$ cat src/rtl/reg_file_32x32.sv
// 32x32 register file: one synchronous write port, two registered read ports, R0 hardwired to zero.
// Latency: write visible after the capturing edge; read data valid one edge after read=1.
// Backpressure: none; strobes are accepted every cycle, and outputs hold while read=0.
//
// Ports:
//   clk      - system clock, all state changes on rising edge
//   rst      - asynchronous active-low reset, clears registers and read outputs
//   read     - read strobe, both read ports capture when high
//   write    - write strobe, data_w stored at addr_w when high (addr 0 ignored)
//   addr_r1  - read port 1 index
//   addr_r2  - read port 2 index
//   addr_w   - write index
//   data_w   - write data
//   data_r1  - registered read data, port 1
//   data_r2  - registered read data, port 2
module reg_file_32x32 (
    input  logic        clk,
    input  logic        rst,
    input  logic        read,
    input  logic        write,
    input  logic [4:0]  addr_r1,
    input  logic [4:0]  addr_r2,
    input  logic [4:0]  addr_w,
    input  logic [31:0] data_w,
    output logic [31:0] data_r1,
    output logic [31:0] data_r2
);

    // Only R1..R31 hold state; R0 is a constant and has no flops.
    logic [31:0] regs [1:31];
    logic [31:1] load_en;
    logic [31:0] rq [0:31];
    logic [31:0] mux_r1;
    logic [31:0] mux_r2;

    // Write decoder: at most one load enable high; address 0 decodes to nothing.
    always_comb begin
        load_en = '0;
        for (int i = 1; i < 32; i++) begin
            load_en[i] = write && (addr_w == 5'(i));
        end
    end

    always_ff @(posedge clk or negedge rst) begin
        if (!rst) begin
            for (int i = 1; i < 32; i++) begin
                regs[i] <= '0;
            end
        end else begin
            for (int i = 1; i < 32; i++) begin
                if (load_en[i]) begin
                    regs[i] <= data_w;
                end
            end
        end
    end

    // Full 32-entry view for the read muxes, with entry 0 tied to zero.
    always_comb begin
        rq[0] = '0;
        for (int i = 1; i < 32; i++) begin
            rq[i] = regs[i];
        end
    end

    // 32:1 read muxes; they see pre-edge contents, so a same-edge write is not bypassed.
    always_comb begin
        mux_r1 = rq[addr_r1];
        mux_r2 = rq[addr_r2];
    end

    always_ff @(posedge clk or negedge rst) begin
        if (!rst) begin
            data_r1 <= '0;
            data_r2 <= '0;
        end else if (read) begin
            data_r1 <= mux_r1;
            data_r2 <= mux_r2;
        end
    end

endmodule

$ cat config.mk
export PLATFORM = sky130hd
export DESIGN_NAME = reg_file_32x32
export DESIGN_NICKNAME = d
export VERILOG_FILES = /design/src/rtl/reg_file_32x32.sv
export SDC_FILE = /design/constraint.sdc
export NUM_CORES = 2
export LEC_CHECK = 0
export BUFFER_PORTS_ARGS = -buffer_cell sky130_fd_sc_hd__buf_4
export CAP_MARGIN = 20
export CORE_MARGIN = 4
export CORE_UTILIZATION = 67
export CTS_BUF_LIST = sky130_fd_sc_hd__clkbuf_16
export CTS_CLUSTER_DIAMETER = 200
export CTS_CLUSTER_SIZE = 16
export DETAILED_ROUTE_END_ITERATION = 16
export PLACE_DENSITY = 0.81
export SLEW_MARGIN = 10
export SYNTH_ARGS = -nofsm -noshare
export SYNTH_HDL_FRONTEND = slang
export SYNTH_SLANG_ARGS = --single-unit
$ cat constraint.sdc
create_clock -name clk -period 4.1 [get_ports clk]
set_input_delay 0 -clock clk [delete_from_list [all_inputs] [get_ports clk]]
set_output_delay 0 -clock clk [all_outputs]
set_load 0.03 [all_outputs]
# Word-level counts from Yosys, hierarchy flattened
# Cells that the tools add are included.
# op_classes
n_lt_le_gt_ge	2
n_eq_ne	31
mux	6
bitwise_logic	2
reduce_logical	31
# op_table
operator	n
32-bit binary-select mux with 5-bit select	2
32-bit 2-to-1 mux	4
5-bit equality test, second input constant	16
5-bit by 4-bit equality test with 1-bit output, second input constant	8
1-bit logical AND	31
5-bit by 3-bit equality test with 1-bit output, second input constant	4
6-bit greater-or-equal comparator, second input constant	2
5-bit inverter with 6-bit output	2
5-bit by 2-bit equality test with 1-bit output, second input constant	2
5-bit by 1-bit equality test with 1-bit output, second input constant	1
# totals
register_bits	1056
in_bits	51
output_inout_bits	64
elab_cells	105

# Logic depth before layout (Yosys ltp)
# depth
word_depth	4
depth_mapped	9
depth_no_buf	4

# Worst setup path before layout
# Ideal clock, no wire load.
# synth_timing
path_kind	input-to-reg
startpoint	input port addr_r2[0]
endpoint	register data_r2[10]
setup_time_ns	0.126
arrival_ns	1.514
t_required_ns	3.974
setup_slack_ns	2.460
cell_stages	7
path_buffers	3
cell_sequence	buf_2 > buf_6 > buf_2 > mux4_2 > a22oi_1 > a21oi_1 > a221o_1
# synth_between
elab_chain_cells	4
# synth_rtl
element	line	rtl
start, declared	22	input logic [4:0] addr_r2,
5-bit inverter with 6-bit output (implied by the code)	69	mux_r2 = rq[addr_r2];
32-bit binary-select mux with 5-bit select	69	
32-bit 2-to-1 mux (implied by the code) (2 in series)	69	
end signal, assigned	78	data_r2 <= mux_r2;
end, declared	26	output logic [31:0] data_r2
# Every way passes these cells. The select of a mux whose other input is x is not followed.
# A chain may end at the register's enable or synchronous reset.

# Worst setup path in the final report
# layout_timing
startpoint	register regs[159] in the netlist's numbering
endpoint	register data_r2[31]
# layout_between
elab_chain_cells	3
# layout_rtl
element	line	rtl
start, declared	30	logic [31:0] regs [1:31];
start signal, assigned by index	52	regs[i] <= data_w;
32-bit binary-select mux with 5-bit select	69	
32-bit 2-to-1 mux (implied by the code) (2 in series)	69	
# Every way passes these cells. The select of a mux whose other input is x is not followed.

==> impl_metrics.yaml <==
critical_path:
  reg2reg_depth: 6
  start_kind: "flip-flop"
  cp.required_ps: 4620
  critPathBufInv: 2
  r2r-start: "regs[159]$_DFFE_PN0P_"
  max_stage_delay_ps: 580
  cp.arrival_ps: 3030
  crit_type: "reg -> reg"
  path_common_cell: "dlygate4sd3_1"
  worst-path-max-fanout: 3
  r2r_setup_slack_ps: 1590
  cpLargestDelayFamily: "buffers and inverters"
  crit_chain: "mux4_2 > mux2i_1 > nand4_1 > dlygate4sd3_1 > o311a_1 > dlygate4sd3_1"
  r2r_end: "data_r2[31]$_DFFE_PN0P_"
  worstSetupEndpointType: "flip-flop"
  cpMaxStageDelayCell: "dlygate4sd3_1"
run:
  maxCapViolations: 0
synthesis:
  synthTopCellsByArea: "dfrtp_1 48%, mux2_2 21%, mux4_2 14%, mux2i_1 4.4%, a22oi_1 1.6%"
  ys_ff_latch: 1056
  synth_top_family_by_area: "multiplexers"
  synth.net_count: 3856
  syn_area_per_cell_sq_um: 14.50
  synth_xor_area_frac: 0
  synth_edf_count: 0
  synth_top_area_cell: "dfrtp_1"
  synth_seq_area_share: 0.4789
  synth.distinct_cells: 47
  syn_area_sq_um: 55180
  yosysWarnings: 0
  synth_top_cell_area_share: 0.4789
  synth_compound_area_frac: 0.06546
  synth_fa_ha_area_frac: 0
  synth_flop_cell: "dfrtp_1"
  synth_cells: 3805
  ys_async_sr_fraction: 1.000
  synth_mux_area_frac: 0.4002
  yosys.area_share.simple: 0.02039
timing:
  max_slew_margin: 0.1472
  finalMaxSlewViolations: 0
  fin_crit_sh: 0.6118
  setup-violations-final: 0
  tightest_slew_ps: 1279
  fin_ws_ps: 1592
  fin_hold_ws_ps: 39.12
  final-hold-violation-count: 0
  finalSetupTns_ps: 0
  min_period_ps: 2508
  rsz0062_at_grt: "false"
  skew_ps: 26.14
  timing.fmax_mhz: 398.7
route:
  initialDrtViolationCount: 4829
  routed_wl_microns: 174300
  routed.top_layer: "met5"
  first_pass_iters: 7
  routed-wl-met3_microns: 22520
  ant_nets: 0
  route.met2.wl_microns: 77870
  wire_per_inst_microns: 36.32
  vias: 37880
  routed_via_density: 7.894
  drt-met1-wl_microns: 63190
  drc: 0
grt:
  first_global_vias: 39730
  grt_usage: 0.4058
  grt_max_degree: 120
  antenna_found_initial: 6
  grt_overflow: 0
  grt_pass1_wl_microns: 259400
placed_design:
  dp_hpwl_microns: 101600
  routabilityCongestion: 0.8754
  portBuffers: 114
  place_ws_ps: 1416
power_and_ir_drop:
  comb_power_share: 0.230
  seqPwrFrac: 0.515
  p_clk_frac: 0.256
  p_int_mw: 19.32
  leakagePower_nw: 25.79
  sw_frac_of_total: 0.2943
  p_per_area_nw_per_um2: 462.3
  p_switching_mw: 8.056
  peakVddDrop_uv: 379.4
die:
  die_h_microns: 295.0
  die-area_sq_um: 87010
  die_w_microns: 295.0
  start_util: 0.6806
  io_pins: 115
  rows: 104
  core-area_sq_um: 81070
final_layout:
  drive_above_1_share: 0.4676
  final_nets: 3780
  num-fill-cells: 4997
  finish.utilization: 0.7304
  area_growth_pct: 7.304
worst_hold_path:
  hp-class: "in -> async"
clock_network:
  cts_resized: 0
  clk_latency_ps: 650
  tritoncts: "built"
  cts.path.max_buffers: 3
  cts_buffers: 75
  root_buffer: "clkbuf_16"
  htreeDepth: 3
  cts.sinks: 1056
  clk_pin_slew_ps: 80
run_status:
  status: "finished, final reports clean"
area by class of cell:
type | instances | area [sq um] | area share
multi-input combinational | 2329 | 27080 | 0.4574
sequential | 1056 | 26430 | 0.4463
timing repair buffer | 262 | 2362 | 0.03990
clock buffer | 77 | 1927 | 0.03254
tap | 1060 | 1326 | 0.02240
clock inverter | 5 | 58.81 | 0.0009932
inverter | 5 | 18.77 | 0.0003170
antenna | 4 | 10.01 | 0.0001691
cells in the final DEF, fill, tap and decap left out, drive strengths merged, types with 24 or more instances in the layout:
cell type / n
dfrtp: 1056
mux2: 1039
mux4: 354
mux2i: 241
buf: 224
a22oi: 120
a221oi: 82
clkbuf: 77
nand2: 66
a21oi: 61
nor2: 53
dlygate4sd3: 38
a221o: 35
nor3: 34
o22a: 31
a32oi: 30
nand2b: 26
a211oi: 24
power groups by stage:
stage	clock (mW)	combinational [mW]	sequential, mW
floorplan	0	4.44	13.8
global placement	0	5.90	13.9
detailed placement	0	6.16	14.2
CTS	7.04	6.23	14.0
global route	7.45	6.68	14.3
finish	7.00	6.28	14.1
logic make-up (layout without fill, tap and decap cells):
family | after synthesis | after routing
and+or+nand+nor | 233 | 233
other | 0 | 4
DFF | 1056 | 1056
AOI/OAI and AO/OA | 462 | 462
buffers and inverters | 420 | 349
muxes | 1634 | 1634
per-layer routing:
| layer | GRT usage | vias to the layer above |
|---|---|---|
| li1 | - | 14510 |
| met2 | 0.6032 | 2748 |
| met4 | 0.2119 | 10 |
| met5 | 0 | - |
| met3 | 0.1392 | 722 |
| met1 | 0.5376 | 19880 |
stage by stage:
| step | cell area, sq um | instances | power (mW) |
|---|---|---|---|
| 2_1_floorplan | 55180 | 3805 | 18.22 |
| 3_3_place_gp | 56810 | 4673 | 19.80 |
| 3_5_place_dp | 56810 | 4673 | 20.34 |
| 4_1_cts | 59180 | 4793 | 27.25 |
| 5_1_grt | 59200 | 4796 | 28.40 |
| 6_report | 59210 | 4798 | 27.37 |
synthesized netlist by cell type (3+ instances only):
master     count
nor2b_1       13
nor3_1        34
buf_2        109
a21o_1         4
a221o_1       35
buf_4         30
o31ai_1       21
inv_1          3
and2_1        14
nand2_1       66
nand4b_1       3
o21ai_0       11
a2111oi_0     10
mux2i_1      241
or3_1          3
o22a_1        31
nand2b_1      26
a22oi_1      120
nand4_1       12
buf_6         14
dfrtp_1     1056
a32oi_1       30
mux2_2      1032
a221oi_1      82
mux2_1         7
o221ai_1      20
mux4_2       354
nand3_1        3
clkbuf_1     202
a211oi_1      24
nor2_1        53
buf_1         60
a21oi_1       61
what timing repair did:
action	CTS	global route
hold buffers	38	0
buffers inserted	0	0
endpoints found under the hold margin	1099	0
state kept, by name, indices dropped and copies added, names as in the netlist:
| register | cells |
|---|---|
| data_r1 | 32 |
| regs | 992 |
| data_r2 | 32 |
how the worst max path moves through the flow:
stage	startpoint	endpoint	slack, ps	cells after the start
6_report	regs[159]$_DFFE_PN0P_	data_r2[31]$_DFFE_PN0P_	1590	6
5_1_grt	regs[159]$_DFFE_PN0P_	data_r2[31]$_DFFE_PN0P_	1510	6
4_1_cts	regs[159]$_DFFE_PN0P_	data_r2[31]$_DFFE_PN0P_	1600	6
3_5_place_dp	addr_w[4]	regs[662]$_DFFE_PN0P_	1420	6
3_3_place_gp	addr_w[4]	regs[662]$_DFFE_PN0P_	1450	6
2_1_floorplan	addr_r2[0]	data_r2[10]$_DFFE_PN0P_	2460	7
Power figures use the tool's default switching activity.
